<file path="config.mk">
export PLATFORM = sky130hd
export DESIGN_NAME = param_stack_flat
export DESIGN_NICKNAME = d
export VERILOG_FILES = /design/src/rtl/param_stack_pkg.sv /design/src/rtl/param_stack_if.sv /design/src/rtl/param_stack_ptr.sv /design/src/rtl/param_stack.sv /design/src/flat_wrapper.sv
export SDC_FILE = /design/constraint.sdc
export NUM_CORES = 1
export LEC_CHECK = 0
export ABC_AREA = 1
export CAP_MARGIN = 5
export CORE_UTILIZATION = 55
export DETAILED_ROUTE_END_ITERATION = 8
export GPL_TIMING_DRIVEN = 0
export PLACE_DENSITY = 0.78
export REMOVE_ABC_BUFFERS = 1
export SYNTH_ARGS = -nofsm -noshare
export SYNTH_HDL_FRONTEND = slang
export SYNTH_SLANG_ARGS = --single-unit
export TNS_END_PERCENT = 5
</file>
<file path="constraint.sdc">
create_clock -name clk -period 10.5 [get_ports clk]
set_clock_uncertainty 0.05 [all_clocks]
set_input_delay 2.1 -clock clk [delete_from_list [all_inputs] [get_ports clk]]
set_output_delay 2.1 -clock clk [all_outputs]
set_load 0.01 [all_outputs]
</file>
<file path="src/rtl/param_stack_pkg.sv">
// Shared definitions for the parametrised LIFO (param_stack).
//  - OP_* : request encoding {pop, push} as decoded by the top level.
//  - ptr_width() : width of an occupancy counter able to hold 0..depth.
package param_stack_pkg;

   // Request encoding, bit 1 = pop, bit 0 = push.
   localparam logic [1:0] OP_NOP     = 2'b00;
   localparam logic [1:0] OP_PUSH    = 2'b01;
   localparam logic [1:0] OP_POP     = 2'b10;
   localparam logic [1:0] OP_REPLACE = 2'b11;

   // Counter width covering 0..depth inclusive.
   function automatic int unsigned ptr_width(input int unsigned depth);
      return $clog2(depth + 1);
   endfunction

endpackage

</file>
<file path="src/rtl/param_stack_if.sv">
// Request/response bundle for param_stack.
//  master : drives init, push, push_data, pop; observes everything else.
//  slave  : the stack itself.
//  Signals: init, push, push_data[WIDTH], pop, pop_data[WIDTH], pop_valid,
//           top[WIDTH], count[ptr_width(DEPTH)], full, empty, almost_full,
//           overflow_err, underflow_err.
interface param_stack_if
   import param_stack_pkg::*;
#(
   parameter int unsigned WIDTH = 2,
   parameter int unsigned DEPTH = 256
);
   localparam int unsigned CNT_W = ptr_width(DEPTH);

   logic             init;
   logic             push;
   logic [WIDTH-1:0] push_data;
   logic             pop;
   logic [WIDTH-1:0] pop_data;
   logic             pop_valid;
   logic [WIDTH-1:0] top;
   logic [CNT_W-1:0] count;
   logic             full;
   logic             empty;
   logic             almost_full;
   logic             overflow_err;
   logic             underflow_err;

   modport master (
      output init, push, push_data, pop,
      input  pop_data, pop_valid, top, count, full, empty, almost_full,
             overflow_err, underflow_err
   );

   modport slave (
      input  init, push, push_data, pop,
      output pop_data, pop_valid, top, count, full, empty, almost_full,
             overflow_err, underflow_err
   );

endinterface

</file>
<file path="src/rtl/param_stack_ptr.sv">
// Occupancy counter for param_stack.
//  clk, rst_n   : clock, asynchronous active-low reset
//  clr          : synchronous clear (highest priority)
//  inc, dec     : step up / down; caller guarantees they never over/underflow
//  count        : current occupancy 0..DEPTH
//  full, empty, almost_full : decoded from the count register only
module param_stack_ptr #(
   parameter int unsigned DEPTH     = 256,
   parameter int unsigned AF_MARGIN = 2,
   parameter int unsigned CNT_W     = 9
) (
   input  logic             clk,
   input  logic             rst_n,
   input  logic             clr,
   input  logic             inc,
   input  logic             dec,
   output logic [CNT_W-1:0] count,
   output logic             full,
   output logic             empty,
   output logic             almost_full
);

   localparam logic [CNT_W-1:0] FULL_LEVEL = CNT_W'(DEPTH);
   localparam logic [CNT_W-1:0] AF_LEVEL   = CNT_W'(DEPTH - AF_MARGIN);

   logic [CNT_W-1:0] count_q;
   logic [CNT_W-1:0] count_d;

   always_comb begin
      count_d = count_q;
      if (clr) begin
         count_d = '0;
      end else if (inc) begin
         count_d = count_q + CNT_W'(1);
      end else if (dec) begin
         count_d = count_q - CNT_W'(1);
      end
   end

   always_ff @(posedge clk or negedge rst_n) begin
      if (!rst_n) begin
         count_q <= '0;
      end else begin
         count_q <= count_d;
      end
   end

   assign count       = count_q;
   assign full        = (count_q == FULL_LEVEL);
   assign empty       = (count_q == '0);
   assign almost_full = (count_q >= AF_LEVEL);

endmodule

</file>
<file path="src/rtl/param_stack.sv">
// Parametrised LIFO with replace-top, registered pop + valid strobe and a
// combinational top-of-stack peek.
//  clk, rst_n : clock, asynchronous active-low reset (memory is not reset)
//  bus        : param_stack_if.slave (init/push/pop requests, pop_data,
//               pop_valid, top, count, full, empty, almost_full, sticky errs)
//  Priority per cycle: init > replace > push > pop.
//  Optional macro PARAM_STACK_ERR_EN: when defined, overflow_err/underflow_err
//  are sticky flags set by rejected push/pop; otherwise both are tied 0.
module param_stack
   import param_stack_pkg::*;
#(
   parameter int unsigned WIDTH     = 2,
   parameter int unsigned DEPTH     = 256,
   parameter int unsigned AF_MARGIN = 2
) (
   input  logic           clk,
   input  logic           rst_n,
   param_stack_if.slave   bus
);

   localparam int unsigned CNT_W = ptr_width(DEPTH);
   localparam int unsigned AW    = (DEPTH > 1) ? $clog2(DEPTH) : 1;

   logic [CNT_W-1:0] count;
   logic             full;
   logic             empty;
   logic             almost_full;

   logic [1:0]       op;
   logic             do_push;
   logic             do_pop;
   logic             do_repl;
   logic [AW-1:0]    top_addr;
   logic [AW-1:0]    wr_addr;

   logic [WIDTH-1:0] mem [DEPTH];
   logic [WIDTH-1:0] pop_data_q;
   logic             pop_valid_q;

   // Request decode
   assign op = {bus.pop, bus.push};

   always_comb begin
      do_push = 1'b0;
      do_pop  = 1'b0;
      do_repl = 1'b0;
      if (!bus.init) begin
         case (op)
            OP_PUSH:    do_push = !full;
            OP_POP:     do_pop  = !empty;
            // On an empty stack push+pop degrades to a plain push.
            OP_REPLACE: begin
               if (empty) begin
                  do_push = 1'b1;
               end else begin
                  do_repl = 1'b1;
               end
            end
            default:    ;
         endcase
      end
   end

   // Addressing: top lives at count-1, next free slot at count.
   assign top_addr = AW'(count - CNT_W'(1));
   assign wr_addr  = do_repl ? top_addr : AW'(count);

   always_ff @(posedge clk) begin
      if (do_push || do_repl) begin
         mem[wr_addr] <= bus.push_data;
      end
   end

   // Replace reads the old top in the same edge that overwrites it.
   always_ff @(posedge clk or negedge rst_n) begin
      if (!rst_n) begin
         pop_data_q  <= '0;
         pop_valid_q <= 1'b0;
      end else if (do_pop || do_repl) begin
         pop_data_q  <= mem[top_addr];
         pop_valid_q <= 1'b1;
      end else begin
         pop_valid_q <= 1'b0;
      end
   end

   param_stack_ptr #(
      .DEPTH     (DEPTH),
      .AF_MARGIN (AF_MARGIN),
      .CNT_W     (CNT_W)
   ) u_ptr (
      .clk         (clk),
      .rst_n       (rst_n),
      .clr         (bus.init),
      .inc         (do_push),
      .dec         (do_pop),
      .count       (count),
      .full        (full),
      .empty       (empty),
      .almost_full (almost_full)
   );

`ifdef PARAM_STACK_ERR_EN
   logic ovf_evt;
   logic unf_evt;
   logic overflow_q;
   logic underflow_q;

   // Push+pop on empty still counts as a rejected pop.
   assign ovf_evt = !bus.init && bus.push && !bus.pop && full;
   assign unf_evt = !bus.init && bus.pop && empty;

   always_ff @(posedge clk or negedge rst_n) begin
      if (!rst_n) begin
         overflow_q  <= 1'b0;
         underflow_q <= 1'b0;
      end else if (bus.init) begin
         overflow_q  <= 1'b0;
         underflow_q <= 1'b0;
      end else begin
         overflow_q  <= overflow_q  | ovf_evt;
         underflow_q <= underflow_q | unf_evt;
      end
   end

   assign bus.overflow_err  = overflow_q;
   assign bus.underflow_err = underflow_q;
`else
   assign bus.overflow_err  = 1'b0;
   assign bus.underflow_err = 1'b0;
`endif

   assign bus.pop_data    = pop_data_q;
   assign bus.pop_valid   = pop_valid_q;
   assign bus.top         = empty ? '0 : mem[top_addr];
   assign bus.count       = count;
   assign bus.full        = full;
   assign bus.empty       = empty;
   assign bus.almost_full = almost_full;

endmodule

</file>
<file path="src/flat_wrapper.sv">
// flat-port wrapper written by rule: the top's interface ports become plain ports
module param_stack_flat import param_stack_pkg::*;
#(
   parameter int unsigned WIDTH     = 2,
   parameter int unsigned DEPTH     = 256,
   parameter int unsigned AF_MARGIN = 2
)
  (clk, rst_n, bus_init, bus_push, bus_push_data, bus_pop, bus_pop_data, bus_pop_valid, bus_top, bus_count, bus_full, bus_empty, bus_almost_full, bus_overflow_err, bus_underflow_err);
  param_stack_if #(.WIDTH(WIDTH), .DEPTH(DEPTH)) bus_i ();
  input  logic clk;
  input  logic rst_n;
  input wire logic [$bits(bus_i.init)-1:0] bus_init;
  input wire logic [$bits(bus_i.push)-1:0] bus_push;
  input wire logic [$bits(bus_i.push_data)-1:0] bus_push_data;
  input wire logic [$bits(bus_i.pop)-1:0] bus_pop;
  output wire logic [$bits(bus_i.pop_data)-1:0] bus_pop_data;
  output wire logic [$bits(bus_i.pop_valid)-1:0] bus_pop_valid;
  output wire logic [$bits(bus_i.top)-1:0] bus_top;
  output wire logic [$bits(bus_i.count)-1:0] bus_count;
  output wire logic [$bits(bus_i.full)-1:0] bus_full;
  output wire logic [$bits(bus_i.empty)-1:0] bus_empty;
  output wire logic [$bits(bus_i.almost_full)-1:0] bus_almost_full;
  output wire logic [$bits(bus_i.overflow_err)-1:0] bus_overflow_err;
  output wire logic [$bits(bus_i.underflow_err)-1:0] bus_underflow_err;
  assign bus_i.init = bus_init;
  assign bus_i.push = bus_push;
  assign bus_i.push_data = bus_push_data;
  assign bus_i.pop = bus_pop;
  assign bus_pop_data = bus_i.pop_data;
  assign bus_pop_valid = bus_i.pop_valid;
  assign bus_top = bus_i.top;
  assign bus_count = bus_i.count;
  assign bus_full = bus_i.full;
  assign bus_empty = bus_i.empty;
  assign bus_almost_full = bus_i.almost_full;
  assign bus_overflow_err = bus_i.overflow_err;
  assign bus_underflow_err = bus_i.underflow_err;
  param_stack #(.WIDTH(WIDTH), .DEPTH(DEPTH), .AF_MARGIN(AF_MARGIN)) u_core (.clk(clk), .rst_n(rst_n), .bus(bus_i));
endmodule
</file>
==> flow_summary.yaml <==
place:
  dp_hpwl_mm: 30.4
  gp_congestion: 0.855
  dp_cells: 2732
  io_buffers: 23
  post_dp_cell_area_mm2: 0.0243
synth:
  ys_warn_count: 0
  synth.area.top_cells: "edfxtp_1 (65%), nand2_1 (8.0%), nor2_1 (7.8%), nand3_1 (6.1%), o21ai_0 (2.7%)"
  netlist_instances: 2299
  synth_edf_count: 512
  yosys.area_share.simple_pct: 24.5
  yosysTopAreaCell: "edfxtp_1"
  synth_top_area_share_pct: 65.0
  ys_seq_elements: 524
  synthesis.area_mm2: 0.0236
  postSynthAreaPerCell_um2: 10.3
  synthAdderAreaFrac_pct: 0.212
  yosysMostFrequentCell: "edfxtp_1"
  synthFlopType: "edfxtp_1"
  yosysSeqAreaShare_pct: 66.3
  synth_top_family_by_area: "simple AND/OR/NAND/NOR gates"
  synthTopCellsByCount: "edfxtp_1 (512), nand2_1 (501), nor2_1 (494)"
  synthXorXnorAreaFrac_pct: 0.630
  synthArstFlopShare_pct: 2.29
  synth_cell_types: 40
  muxShareOfSynthArea_pct: 0
  synth_compound_area_share_pct: 3.63
final_layout:
  nFillCells: 3206
  stdcell_area_mm2: 0.0259
  antenna_cells: 0
  nets: 2258
  drive_above_1_share_pct: 7.80
  fin_cells: 2821
  area_growth_pct: 9.54
drt:
  vias: 16500
  dr.pass1.iters: 7
  first_iter_violations: 1925
  post_drt_wl_per_cell_um: 20.4
  wirelength_mm: 57.4
  ant_nets: 0
  via_per_inst: 5.86
  drc: 0
critical_path:
  path_cells: "buf_16 > inv_8 > ha_4 > buf_16 > inv_6 > buf_16 > nor2_1 > o21ai_0 > nand3_1 > nand3_1 > nand3_1 > nand3_1 > nand3_1 > nand3_1 > a21oi_1 > clkdlybuf4s50_1"
  critPathKind: "reg2out"
  slowest_delay_ns: 0.70
  critPathBufInv: 6
  critPathMostFrequentCell: "nand3_1"
  cp_num_cells: 16
  critPathCaptureType: "primary output"
  reg2reg_depth: 10
  setup.worst_path.start_class: "register"
  cp_max_fo: 117
  cp_top_family: "buffers and inverters"
  cp_slowest_cell: "dfrtp_4"
  cp_data_arrival_time_ns: 5.88
  crit_required_ns: 8.35
sta:
  relSlewSlack_pct: 6.22
  period_share_pct: 76.5
  setup_viol: 0
  drv_slew: 0
  max_freq_mhz: 125
  rsz0062_at_grt: "false"
  period_minus_slack_ns: 8.03
  report.final.hold_viol_count: 0
  worstMarginPinSlew_ns: 1.40
job:
  cap_violations: 0
clock_network:
  root_buffer: "clkbuf_16"
  cts_buffers: 52
  clock_latency_ns: 0.57
  cts_tree: "yes"
  cts_setup_buffers: 0
  cts.sinks: 524
  postCtsHoldBufs: 0
  cts_max_path_buffers: 3
  ctsHtreeMaxLevel: 2
  path_clk_slew_ns: 0.06
  cts-resized-gates: 0
status:
  status: "complete, no violations"
global_route:
  grt_antenna_before_repair: 0
  grt_pass1_vias: 16400
  grt_overflow: 0
  grt_usage_pct: 26.6
  grt_max_degree: 171
  grt_pass1_wl_mm: 88.7
power_and_ir_drop:
  leakagePower_uw: 0.00939
  ir_worst_vdd_mv: 0.279
  power.density_mw_per_mm2: 280
die:
  die_h_um: 209
  start_util_pct: 56.1
  fp.dieArea_mm2: 0.0438
  ios: 26
  coreArea_mm2: 0.0421
  die_w_um: 209
  row_count: 75
min_path:
  hp-class: "reg2reg"
  min_path_cells: 2
## state kept, by name, indices dropped and copies added, names as in the netlist
name	cells
u_core.bus.pop_data	2
u_core.u_ptr.count	9
u_core.bus.pop_valid	1
u_core.mem	512
## cell families after synthesis
| logic type | after synthesis |
|---|---|
| AOI/OAI and AO/OA | 155 |
| xor gates and xnor gates | 14 |
| adders and majority gates | 4 |
| buffers and inverters | 253 |
| DFF | 524 |
| other | 1 |
| and+or+nand+nor | 1348 |
## final cells by class
class / count / area (um^2) / share of cell area (%)
Multi-Input combinational cell: 1523 / 6940 / 26.8
Clock inverter: 32 / 253 / 0.976
Clock buffer: 57 / 1340 / 5.18
Tap cell: 539 / 674 / 2.60
Timing Repair Buffer: 39 / 599 / 2.31
Inverter: 107 / 422 / 1.63
Sequential cell: 524 / 15700 / 60.5
## tightest hold or removal path, stage by stage (launching register included)
cell	delay (ns)
dfrtp_1	0.49
nand2_1	0.08
nand2_1	0.06
## power by group
group / total [uW] / internal, uW / leakage, uW / switching (uW)
registers: 2390 / 2330 / 0.00475 / 61.0
logic: 3100 / 952 / 0.00385 / 2150
clock network: 1760 / 1010 / 0.000778 / 750
## final timing paths
kind | slack (ns) | startpoint | end
max in group asynchronous | 8.00 | rst_n | u_core.u_ptr.count[0]
min in group asynchronous | 1.89 | rst_n | u_core.u_ptr.count[1]
worst min-delay path | 0.62 | u_core.bus.pop_data[1] | u_core.bus.pop_data[1]
worst min register to register | 0.62 | u_core.bus.pop_data[1] | u_core.bus.pop_data[1]
worst max register to register | 5.78 | u_core.u_ptr.count[0] | u_core.mem[116][1]
worst max-delay path | 2.47 | u_core.u_ptr.count[0] | bus_top[1]
## layout by cell type, fill, tap and decap left out, types with 3 or more instances in the layout
master | synthesis | layout
clkinv_2 | 0 | 9
nor2_4 | 8 | 8
dfrtp_1 | 12 | 11
bufinv_16 | 0 | 4
nand2_1 | 501 | 500
clkinvlp_4 | 0 | 3
nor2_2 | 12 | 12
o21ai_4 | 3 | 3
edfxtp_1 | 512 | 512
nor2_1 | 494 | 494
xor2_1 | 11 | 8
nor3_1 | 5 | 5
clkbuf_1 | 89 | 4
nand2_2 | 9 | 10
inv_4 | 4 | 3
o211ai_1 | 8 | 8
clkinv_1 | 0 | 15
nand2_4 | 14 | 14
buf_8 | 1 | 6
clkdlybuf4s50_1 | 0 | 21
ha_1 | 4 | 3
o22ai_1 | 7 | 7
inv_1 | 90 | 90
inv_2 | 13 | 12
nor2_8 | 5 | 5
nand3_1 | 289 | 289
xor2_4 | 1 | 3
o21ai_0 | 128 | 128
nand4_1 | 3 | 3
clkbuf_16 | 0 | 53
a21oi_1 | 3 | 3
buf_16 | 0 | 9
o21ai_2 | 5 | 5
## per-stage QoR
step / hold WS (ns) / power (uW) / setup TNS, ns / utilization (%) / setup slack [ns]
detailed placement: 0.545 / 5440 / 0 / 57.7 / 3.26
global placement: 0.542 / 5420 / -5059.27 / 56.6 / -12.90
finish: 0.617 / 7250 / 0 / 61.5 / 2.47
CTS: 0.579 / 7200 / 0 / 61.5 / 2.62
floorplan: 0.462 / 4320 / -462.82 / - / -3.08
global route: 0.610 / 7560 / 0 / 61.5 / 2.30
## per-layer routing
metal / track usage [%] / up-vias / wire (um)
met5: 0 / - / 0
met4: 13.2 / 0 / 2630
met3: 3.97 / 174 / 5400
met2: 45.1 / 856 / 28200
met1: 33.5 / 7881 / 21200
li1: - / 7626 / -
Power figures use the tool's default switching activity.
